## config.mk

```make
export PLATFORM = sky130hd
export DESIGN_NAME = alu_result_reader
export DESIGN_NICKNAME = d
export VERILOG_FILES = /design/src/rtl/alu_pkg.sv /design/src/rtl/alu_result_store.sv /design/src/rtl/alu_result_reader.sv
export SDC_FILE = /design/constraint.sdc
export NUM_CORES = 1
export LEC_CHECK = 0
export BUFFER_PORTS_ARGS = -buffer_cell sky130_fd_sc_hd__buf_2
export CORE_UTILIZATION = 65
export CTS_CLUSTER_SIZE = 30
export DETAILED_ROUTE_END_ITERATION = 6
export GPL_TIMING_DRIVEN = 0
export PLACE_DENSITY = 0.82
export SLEW_MARGIN = 30
export SYNTH_ARGS = -nofsm -noshare
export SYNTH_HDL_FRONTEND = slang
export SYNTH_SLANG_ARGS = --single-unit
export TNS_END_PERCENT = 30
```

## constraint.sdc

```tcl
create_clock -name clk -period 4.05 [get_ports clk]
set_input_delay 0.405 -clock clk [delete_from_list [all_inputs] [get_ports clk]]
set_output_delay 0.405 -clock clk [all_outputs]
set_load 0.1 [all_outputs]
```

## src/rtl/alu_pkg.sv

```systemverilog
// Shared constants and types for the ALU and its result store.
package alu_pkg;

  localparam int unsigned DATA_W = 32;
  localparam int unsigned ADDR_W = 5;
  localparam int unsigned DEPTH  = 2 ** ADDR_W;

  // ALU opcode, shared with the ALU datapath.
  typedef enum logic [1:0] {
    ALU_AND = 2'd0,
    ALU_OR  = 2'd1,
    ALU_XOR = 2'd2,
    ALU_ADD = 2'd3
  } alu_op_e;

  // Payload held by the read-response stage.
  typedef struct packed {
    logic [ADDR_W-1:0] addr;
    logic              written;
    logic [DATA_W-1:0] data;
  } rd_rsp_t;

endpackage : alu_pkg

```

## src/rtl/alu_result_store.sv

```systemverilog
// Result array, written-flag bitmap and write-first read mux.
module alu_result_store
  import alu_pkg::*;
(
  input  logic              clk,
  input  logic              rst_n,
  input  logic              wr_valid,
  input  logic [ADDR_W-1:0] wr_addr,
  input  logic [DATA_W-1:0] wr_data,
  input  logic [ADDR_W-1:0] rd_addr,
  output logic [DATA_W-1:0] rd_data_c,
  output logic              rd_written_c
);

  logic [DATA_W-1:0] mem_q [DEPTH];
  logic [DEPTH-1:0]  written_q;
  logic [DEPTH-1:0]  written_d;

  // Array storage; intentionally not reset, the bitmap masks stale contents.
  always_ff @(posedge clk) begin
    if (wr_valid) begin
      mem_q[wr_addr] <= wr_data;
    end
  end

  // Next bitmap: mark every written entry.
  always_comb begin
    written_d = written_q;
    if (wr_valid) begin
      written_d[wr_addr] = 1'b1;
    end
  end

  // Bitmap register, cleared on reset.
  always_ff @(posedge clk or negedge rst_n) begin
    if (!rst_n) begin
      written_q <= '0;
    end else begin
      written_q <= written_d;
    end
  end

  // Read mux: same-cycle write wins, unwritten entries read as zero.
  always_comb begin
    rd_data_c    = '0;
    rd_written_c = 1'b0;
    if (wr_valid && (wr_addr == rd_addr)) begin
      rd_data_c    = wr_data;
      rd_written_c = 1'b1;
    end else if (written_q[rd_addr]) begin
      rd_data_c    = mem_q[rd_addr];
      rd_written_c = 1'b1;
    end
  end

endmodule : alu_result_store

```

## src/rtl/alu_result_reader.sv

```systemverilog
// Read port for the ALU result store: 2-stage valid/ready pipeline.
module alu_result_reader
  import alu_pkg::*;
(
  input  logic              clk,
  input  logic              rst_n,
  input  logic              wr_valid,
  input  logic [ADDR_W-1:0] wr_addr,
  input  logic [DATA_W-1:0] wr_data,
  input  logic              rd_req_valid,
  output logic              rd_req_ready,
  input  logic [ADDR_W-1:0] rd_req_addr,
  output logic              rd_rsp_valid,
  input  logic              rd_rsp_ready,
  output logic [DATA_W-1:0] rd_rsp_data,
  output logic [ADDR_W-1:0] rd_rsp_addr,
  output logic              rd_rsp_written,
  output logic [1:0]        pending
);

  logic              r1_valid_q, r1_valid_d;
  logic [ADDR_W-1:0] r1_addr_q, r1_addr_d;
  logic              rsp_valid_q, rsp_valid_d;
  rd_rsp_t           rsp_q, rsp_d;

  logic              out_adv;
  logic              r1_adv;
  logic              accept;
  logic [DATA_W-1:0] st_data_c;
  logic              st_written_c;

  alu_result_store u_store (
    .clk          (clk),
    .rst_n        (rst_n),
    .wr_valid     (wr_valid),
    .wr_addr      (wr_addr),
    .wr_data      (wr_data),
    .rd_addr      (r1_addr_q),
    .rd_data_c    (st_data_c),
    .rd_written_c (st_written_c)
  );

  // Handshake and next-state for R1 and the output stage.
  always_comb begin
    out_adv      = !rsp_valid_q || rd_rsp_ready;
    r1_adv       = r1_valid_q && out_adv;
    rd_req_ready = !r1_valid_q || out_adv;
    accept       = rd_req_valid && rd_req_ready;

    r1_valid_d  = r1_valid_q;
    r1_addr_d   = r1_addr_q;
    rsp_valid_d = rsp_valid_q;
    rsp_d       = rsp_q;

    if (accept) begin
      r1_valid_d = 1'b1;
      r1_addr_d  = rd_req_addr;
    end else if (r1_adv) begin
      r1_valid_d = 1'b0;
    end

    // Data is sampled at transfer time so a stalled R1 sees late writes.
    if (out_adv) begin
      rsp_valid_d = r1_valid_q;
      if (r1_valid_q) begin
        rsp_d.addr    = r1_addr_q;
        rsp_d.written = st_written_c;
        rsp_d.data    = st_data_c;
      end
    end
  end

  // Pipeline registers; in-flight requests are dropped on reset.
  always_ff @(posedge clk or negedge rst_n) begin
    if (!rst_n) begin
      r1_valid_q  <= 1'b0;
      r1_addr_q   <= '0;
      rsp_valid_q <= 1'b0;
      rsp_q       <= '0;
    end else begin
      r1_valid_q  <= r1_valid_d;
      r1_addr_q   <= r1_addr_d;
      rsp_valid_q <= rsp_valid_d;
      rsp_q       <= rsp_d;
    end
  end

  // Output wiring from registered state.
  always_comb begin
    rd_rsp_valid   = rsp_valid_q;
    rd_rsp_data    = rsp_q.data;
    rd_rsp_addr    = rsp_q.addr;
    rd_rsp_written = rsp_q.written;
    pending        = 2'(r1_valid_q) + 2'(rsp_valid_q);
  end

endmodule : alu_result_reader

```

==> results of run 1 <==
[layout by cell type, fill, tap and decap left out, types with 29 or more instances in the layout]
master and instances:
a21oi_1 64, a221o_1 29, a22oi_1 60, a31oi_1 29, buf_16 61, buf_2 129, clkbuf_1 71, clkbuf_16 102
dfrtp_1 77, edfxtp_1 1024, mux2_2 72, mux2i_1 94, mux4_2 185, nand2_1 30, nand3b_1 32, nor2_1 40
nor2_4 32, o21ai_0 34, o21ai_1 30, o221ai_1 31, or2_2 33
[worst register-to-register path: stages, from the launching register on]
cell and delay (ns):
dfrtp_1 0.68, buf_2 0.37, buf_1 0.77, mux4_2 0.45
nor3b_1 0.28, a211oi_1 0.14, a21oi_1 0.49, o21ai_1 0.14
[cells by family (layout without fill, tap and decap cells)]
kind of cell | Yosys count | count (layout)
flip-flops | 1101 | 1101
multiplexers | 351 | 351
AO/OA/AOI/OAI | 300 | 300
AND/OR/NAND/NOR | 236 | 236
buffers and inverters | 134 | 481
XOR/XNOR | 5 | 5
adder cells (fa/ha/maj) | 1 | 1
other | 0 | 1
[where the power goes]
part / internal [mW] / total, mW / switching (mW)
registers: 12.7 / 13.0 / 0.221
logic: 1.32 / 4.36 / 3.03
clock network: 5.41 / 9.69 / 4.27
[routing by layer]
metal	routed length (microns)	vias to the layer above	part of all wire, %	track usage, %
met5	22	-	0.017	0
met4	10400	4	8.0	25.1
met3	18900	711	14	10.9
met2	60400	2875	46	60.9
met1	41300	12600	31	50.2
li1	-	9308	-	-
[state kept, by name, summed over array words and instances, names as in the netlist]
register and flops:
rd_rsp_addr 5, u_store.mem_q 1024, r1_addr_q 5, r1_valid_q 1, rd_rsp_written 1, rd_rsp_valid 1
rd_rsp_data 32, u_store.written_q 32
[cell usage after synthesis, types with 9 or more instances]
master    count
mux2_2       72
mux2i_1      94
clkbuf_1     48
nand2_1      30
a22oi_1      60
nand3b_1     32
a21oi_1      64
a221o_1      29
o21ai_1      30
o21ai_0      34
buf_4        12
o221ai_1     31
nor2_1       72
and3_1       28
dfrtp_1      77
a31oi_1      29
buf_2        45
edfxtp_1   1024
buf_6        11
mux4_2      185
or2_2        33
a211oi_1      9
[worst max-delay path by stage]
stage                 start              endpoint  slack [ns]  cells past startpoint
3_5_place_dp   r1_addr_q[2]       rd_rsp_data[19]        0.88                      8
3_3_place_gp     wr_addr[0]   u_store.mem_q[0][2]       -1.15                      4
6_report       r1_addr_q[2]        rd_rsp_data[9]        0.61                      7
5_1_grt        r1_addr_q[2]        rd_rsp_data[9]        0.62                      7
4_1_cts        r1_addr_q[2]        rd_rsp_data[9]        0.74                      7
2_1_floorplan    wr_addr[3]  u_store.mem_q[10][0]        1.10                      3
[final cells by class]
class,instances,area [sq um],share of cell area [%]
clock buffer,135,2730,5.49
multi-input combinational,893,9540,19.2
antenna,1,2.50,0.00504
sequential,1101,32700,65.8
timing repair buffer,155,2230,4.49
buffer,132,787,1.59
inverter,2,7.51,0.0151
clock inverter,57,602,1.21
tap,855,1070,2.16
[stage by stage]
stage / total power, mW / setup slack [ns] / cell area (sq um) / utilization (%)
2_1_floorplan: 15.9 / 1.10 / 42800 / -
3_3_place_gp: 17.1 / -1.15 / 44300 / 68.4
3_5_place_dp: 17.3 / 0.878 / 46200 / 71.5
4_1_cts: 26.8 / 0.741 / 49600 / 76.7
5_1_grt: 27.5 / 0.620 / 49600 / 76.7
6_report: 27.0 / 0.614 / 49600 / 76.7
[timing repair]
| item | CTS | global route |
|---|---|---|
| endpoints found under the hold margin | 82 | 0 |
| buffers inserted | 0 | 0 |
| endpoints found under the setup margin | 0 | 0 |
| hold buffers | 6 | 0 |
| resized for setup | 0 | 0 |
==> results.json, run 1 <==
{
  "maxCapViolCount": 0,
  "clock_path_buffers": 3,
  "cp_data_required_time_ns": 4.60,
  "hold_depth": 2,
  "clock-sinks": 1101,
  "worst_hold_startpoint": "rd_req_addr[2]",
  "gp_congestion": 0.853,
  "r2r_end": "rd_rsp_data[9]",
  "finalHoldViolations": 0,
  "skew_ns": 0.0244,
  "synth-xor-area-share_pct": 0.102,
  "r2r_setup_slack_ns": 0.61,
  "syn_area_per_cell_sq_um": 20.1,
  "cp.arrival_ns": 3.99,
  "start_util_pct": 66.1,
  "path_cells": "buf_2 -> buf_1 -> mux4_2 -> nor3b_1 -> a211oi_1 -> a21oi_1 -> o21ai_1",
  "io_buffers": 85,
  "r2r_start": "r1_addr_q[2]",
  "rsz0062_at_grt": "no",
  "irDropWorstVdd_mv": 0.519,
  "drt_iter0_markers": 5002,
  "setup_viol": 0,
  "layoutNonFillerInstCount": 3331,
  "path_buf_inv": 2,
  "cts_buffers": 101,
  "post-route-period-util_pct": 84.8,
  "synth-edff-count": 1024,
  "synth_top_area_cell": "edfxtp_1",
  "drive_gt1_share_pct": 28.8,
  "violations": "DRC",
  "criticalPathCategory": "reg -> reg",
  "hold_class": "in -> reg",
  "die_h_microns": 258,
  "routed_wl_microns": 131000,
  "syn-num-nets": 2176,
  "grt_max_degree": 64,
  "vias_per_cell": 7.65,
  "grt_pass1_wl_microns": 181000,
  "num-fill-cells": 3090,
  "ys_ff_latch": 1101,
  "yosysWarningCount": 0,
  "grt_overflow_total": 0,
  "fmax_mhz": 291,
  "synthFlopType": "edfxtp_1",
  "synth_compound_area_share_pct": 4.79,
  "powerDensity_nw_per_um2": 544,
  "first_global_vias": 25600,
  "postRouteAntennaNets": 0,
  "htreeDepth": 3,
  "slew_violations": 0,
  "synth_top_family_by_area": "multiplexers",
  "netlist_instances": 2128,
  "slowest_stage": "buf_1",
  "dr.pass1.iters": 7,
  "drc": 3,
  "clock_latency_ns": 0.70,
  "leakage_nw": 16.5,
  "setup_tns_ns": 0,
  "clk_pin_slew_ns": 0.07,
  "nNetsFinal": 2434,
  "worstSetupEndpointType": "flip-flop",
  "cts_tree": "yes",
  "fp.dieW_microns": 258,
  "synthTopCellsByArea": "edfxtp_1 72%, mux4_2 9.7%, dfrtp_1 4.5%",
  "io_pins": 89,
  "fin_crit_ns": 3.44,
  "outcome": "finished with violations",
  "ys_seq_area_share_pct": 76.4,
  "slew_headroom_pct": 23.4,
  "place_hpwl_microns": 79000,
  "crit_path_max_incr_delay_ns": 0.77,
  "avgRoutedWirePerCell_microns": 39.3,
  "rows": 93,
  "vias": 25500,
  "path_delay_family": "buffers and inverters",
  "crit_fanout": 10,
  "yosys.area_share.simple_pct": 2.98,
  "synthMuxAreaShare_pct": 13.8,
  "async_flop_share_pct": 6.99,
  "whs_ns": 0.0405,
  "track_usage_pct": 39.5,
  "synthAdderAreaFrac_pct": 0.0293,
  "place_inst": 3132,
  "tightest_slew_ns": 1.15,
  "cts_root_buf": "clkbuf_16",
  "syn_area_sq_um": 42800,
  "coreArea_sq_um": 64700,
  "antenna_found_initial": 6,
  "start_kind": "flip-flop",
  "die_area_sq_um": 66800,
  "synth_cell_types": 47,
  "rr_worst_depth": 7,
  "worstHoldEndpoint": "r1_addr_q[2]",
  "yosysTopAreaCellShare_pct": 71.9,
  "synthToLayoutAreaGrowth_pct": 16.1
}
(Power assumes the default switching activity.)
==> run 2, diff against run 1 <==
Settings changed: CORE_UTILIZATION 65 to 62, PLACE_DENSITY 0.82 to 0.79.
Clock period 4.05 ns to 3.5 ns, I/O delays scaled along.
==> run 2 against run 1 <==
Against the previous run: clock skew up 0.0017 ns; clock power up 16%; fmax down 2.8%; sequential share of layout area about the same; the flow finishes with violations (DRC, setup timing); cell area about the same; setup slack worse by 0.65 ns; sequential power up 15%; register-to-register slack worse by 0.65 ns; die area up 4.8%; via count down 1.9%; critical endpoint is now rd_rsp_data[19]; largest power group unchanged; global-route usage down 3.1 points.
==> results.json, run 2 (synthesis results as in run 1) <==
{
  "io_buffers": 85,
  "final_common_cell": "edfxtp_1",
  "pre_cts_ws_ns": 0.302,
  "placedInstanceArea_sq_um": 46200,
  "tightest_slew_ns": 1.08,
  "avgRoutedWirePerCell_microns": 37.5,
  "vias": 25000,
  "violations": "DRC, setup timing",
  "cts_root_buf": "clkbuf_16",
  "first_global_vias": 25100,
  "synthToLayoutAreaGrowth_pct": 16.2,
  "combPwrFrac_pct": 16.0,
  "swShare_pct": 27.5,
  "grt_max_degree": 62,
  "coreArea_sq_um": 67800,
  "largest_register_ff_count": 1024,
  "clock-sinks": 1101,
  "seqPwrFrac_pct": 48.2,
  "dr.pass1.iters": 7,
  "cts_tree": "yes",
  "start_kind": "flip-flop",
  "io_pins": 89,
  "cp_data_required_time_ns": 4.08,
  "setup_viol": 1,
  "setup_tns_ns": -0.0358,
  "clk_pin_slew_ns": 0.07,
  "final_cell_mix": "1024 x edfxtp_1, 185 x mux4_2, 129 x buf_2",
  "worstSetupEndpointType": "flip-flop",
  "postRouteAntennaNets": 0,
  "routed_wl_microns": 126000,
  "top_register": "u_store.mem_q",
  "post-cts-setup-buffers": 0,
  "drive_gt1_share_pct": 28.9,
  "irDropWorstVdd_mv": 0.608,
  "outcome": "finished with violations",
  "r2r_setup_slack_ns": -0.04,
  "drt_iter0_markers": 4337,
  "criticalPathCategory": "reg -> reg",
  "crit_start": "r1_addr_q[2]",
  "r2r_start": "r1_addr_q[2]",
  "fmax_mhz": 283,
  "fin_crit_ns": 3.54,
  "gp_congestion": 0.868,
  "power_switching_mw": 8.55,
  "slew_violations": 0,
  "track_usage_pct": 36.3,
  "die_h_microns": 265,
  "r2r_end": "rd_rsp_data[19]",
  "slew_headroom_pct": 28.2,
  "place_hpwl_microns": 77000,
  "vias_per_cell": 7.44,
  "nNetsFinal": 2439,
  "drc": 4,
  "final_area_sq_um": 49700,
  "rsz0062_at_grt": "no",
  "rr_worst_depth": 8,
  "clock_path_buffers": 3,
  "num-fill-cells": 3569,
  "grt_overflow_total": 0,
  "p_clk_share_pct": 35.9,
  "grt_pass1_wl_microns": 176000,
  "powerDensity_nw_per_um2": 626,
  "clock_latency_ns": 0.68,
  "maxCapViolCount": 0,
  "die_area_sq_um": 70000,
  "rows": 95,
  "finalHoldViolations": 0,
  "cp.arrival_ns": 4.11,
  "htreeDepth": 3,
  "skew_ns": 0.0261,
  "hold_class": "in -> async",
  "antenna_found_initial": 8,
  "cts_buffers": 102,
  "setup_ws_ns": -0.0358,
  "post-route-period-util_pct": 101,
  "intPower_mw": 22.5,
  "postCtsResizedCells": 0,
  "cp-endpoint": "rd_rsp_data[19]",
  "crit_fanout": 10,
  "fp.dieW_microns": 265,
  "final_util_pct": 73.3,
  "leakage_nw": 16.5,
  "start_util_pct": 63.1
}
==> run 2: critical path, cell delays in order, from the launching register on <==
cell and delay [ns]:
dfrtp_1 0.54, buf_2 0.29, buf_4 0.24, nand2b_1 0.28, clkbuf_1 0.82, o221ai_1 0.28, a211oi_1 0.58, nor2_1 0.14
o22ai_1 0.23
==> run 2: timing repair <==
| item | 4_1_cts | 5_1_grt |
|---|---|---|
| hold buffers | 9 | 0 |
| endpoints found under the hold margin | 84 | 0 |
| setup endpoints to repair | 0 | 0 |
==> run 2: worst min-delay path by stage <==
stage | startpoint | cells after the start | slack (ns) | endpoint
after detailed placement | rst_n | 1 | 0.21 | rd_rsp_data[20]
after CTS | rst_n | 2 | 0.08 | rd_rsp_data[6]
after floorplan | rst_n | 0 | 0.05 | r1_addr_q[0]
final | rst_n | 2 | 0.13 | rd_rsp_data[6]
after global routing | rst_n | 2 | 0.14 | rd_rsp_data[6]
after global placement | u_store.written_q[1] | 1 | 0.45 | u_store.written_q[1]
==> run 2: area by class of cell <==
type	instances	area [sq um]	share of cell area (%)
Multi-Input combinational cell	893	9540	19.2
Inverter	2	7.51	0.0151
Clock buffer	131	2780	5.59
Sequential cell	1101	32700	65.8
Antenna cell	5	12.5	0.0252
Buffer	132	783	1.58
Timing Repair Buffer	159	2240	4.51
Clock inverter	60	551	1.11
Tap cell	873	1090	2.20
==> run 2: through the flow <==
stage / power, mW / instances / hold WS, ns
3_3_place_gp: 19.7 / 3086 / 0.451
6_report: 31.1 / 3356 / 0.128
2_1_floorplan: 18.3 / 2128 / 0.0544
5_1_grt: 31.6 / 3353 / 0.139
4_1_cts: 30.9 / 3351 / 0.0750
3_5_place_dp: 20.0 / 3151 / 0.213
==> run 2: routing by layer <==
layer / GRT usage, % / share of wire, %
met5: 0 / 0.024
met4: 22.1 / 7.3
met3: 10.6 / 14
met2: 55.5 / 46
met1: 46.7 / 33
==> run 2: power groups by stage <==
stage,Combinational [mW],Sequential (mW),Clock [mW]
6_report,4.96,15.0,11.2
5_1_grt,5.07,15.0,11.6
4_1_cts,4.85,15.0,11.1
3_5_place_dp,4.74,15.2,0
3_3_place_gp,4.54,15.2,0
2_1_floorplan,2.31,16.0,0
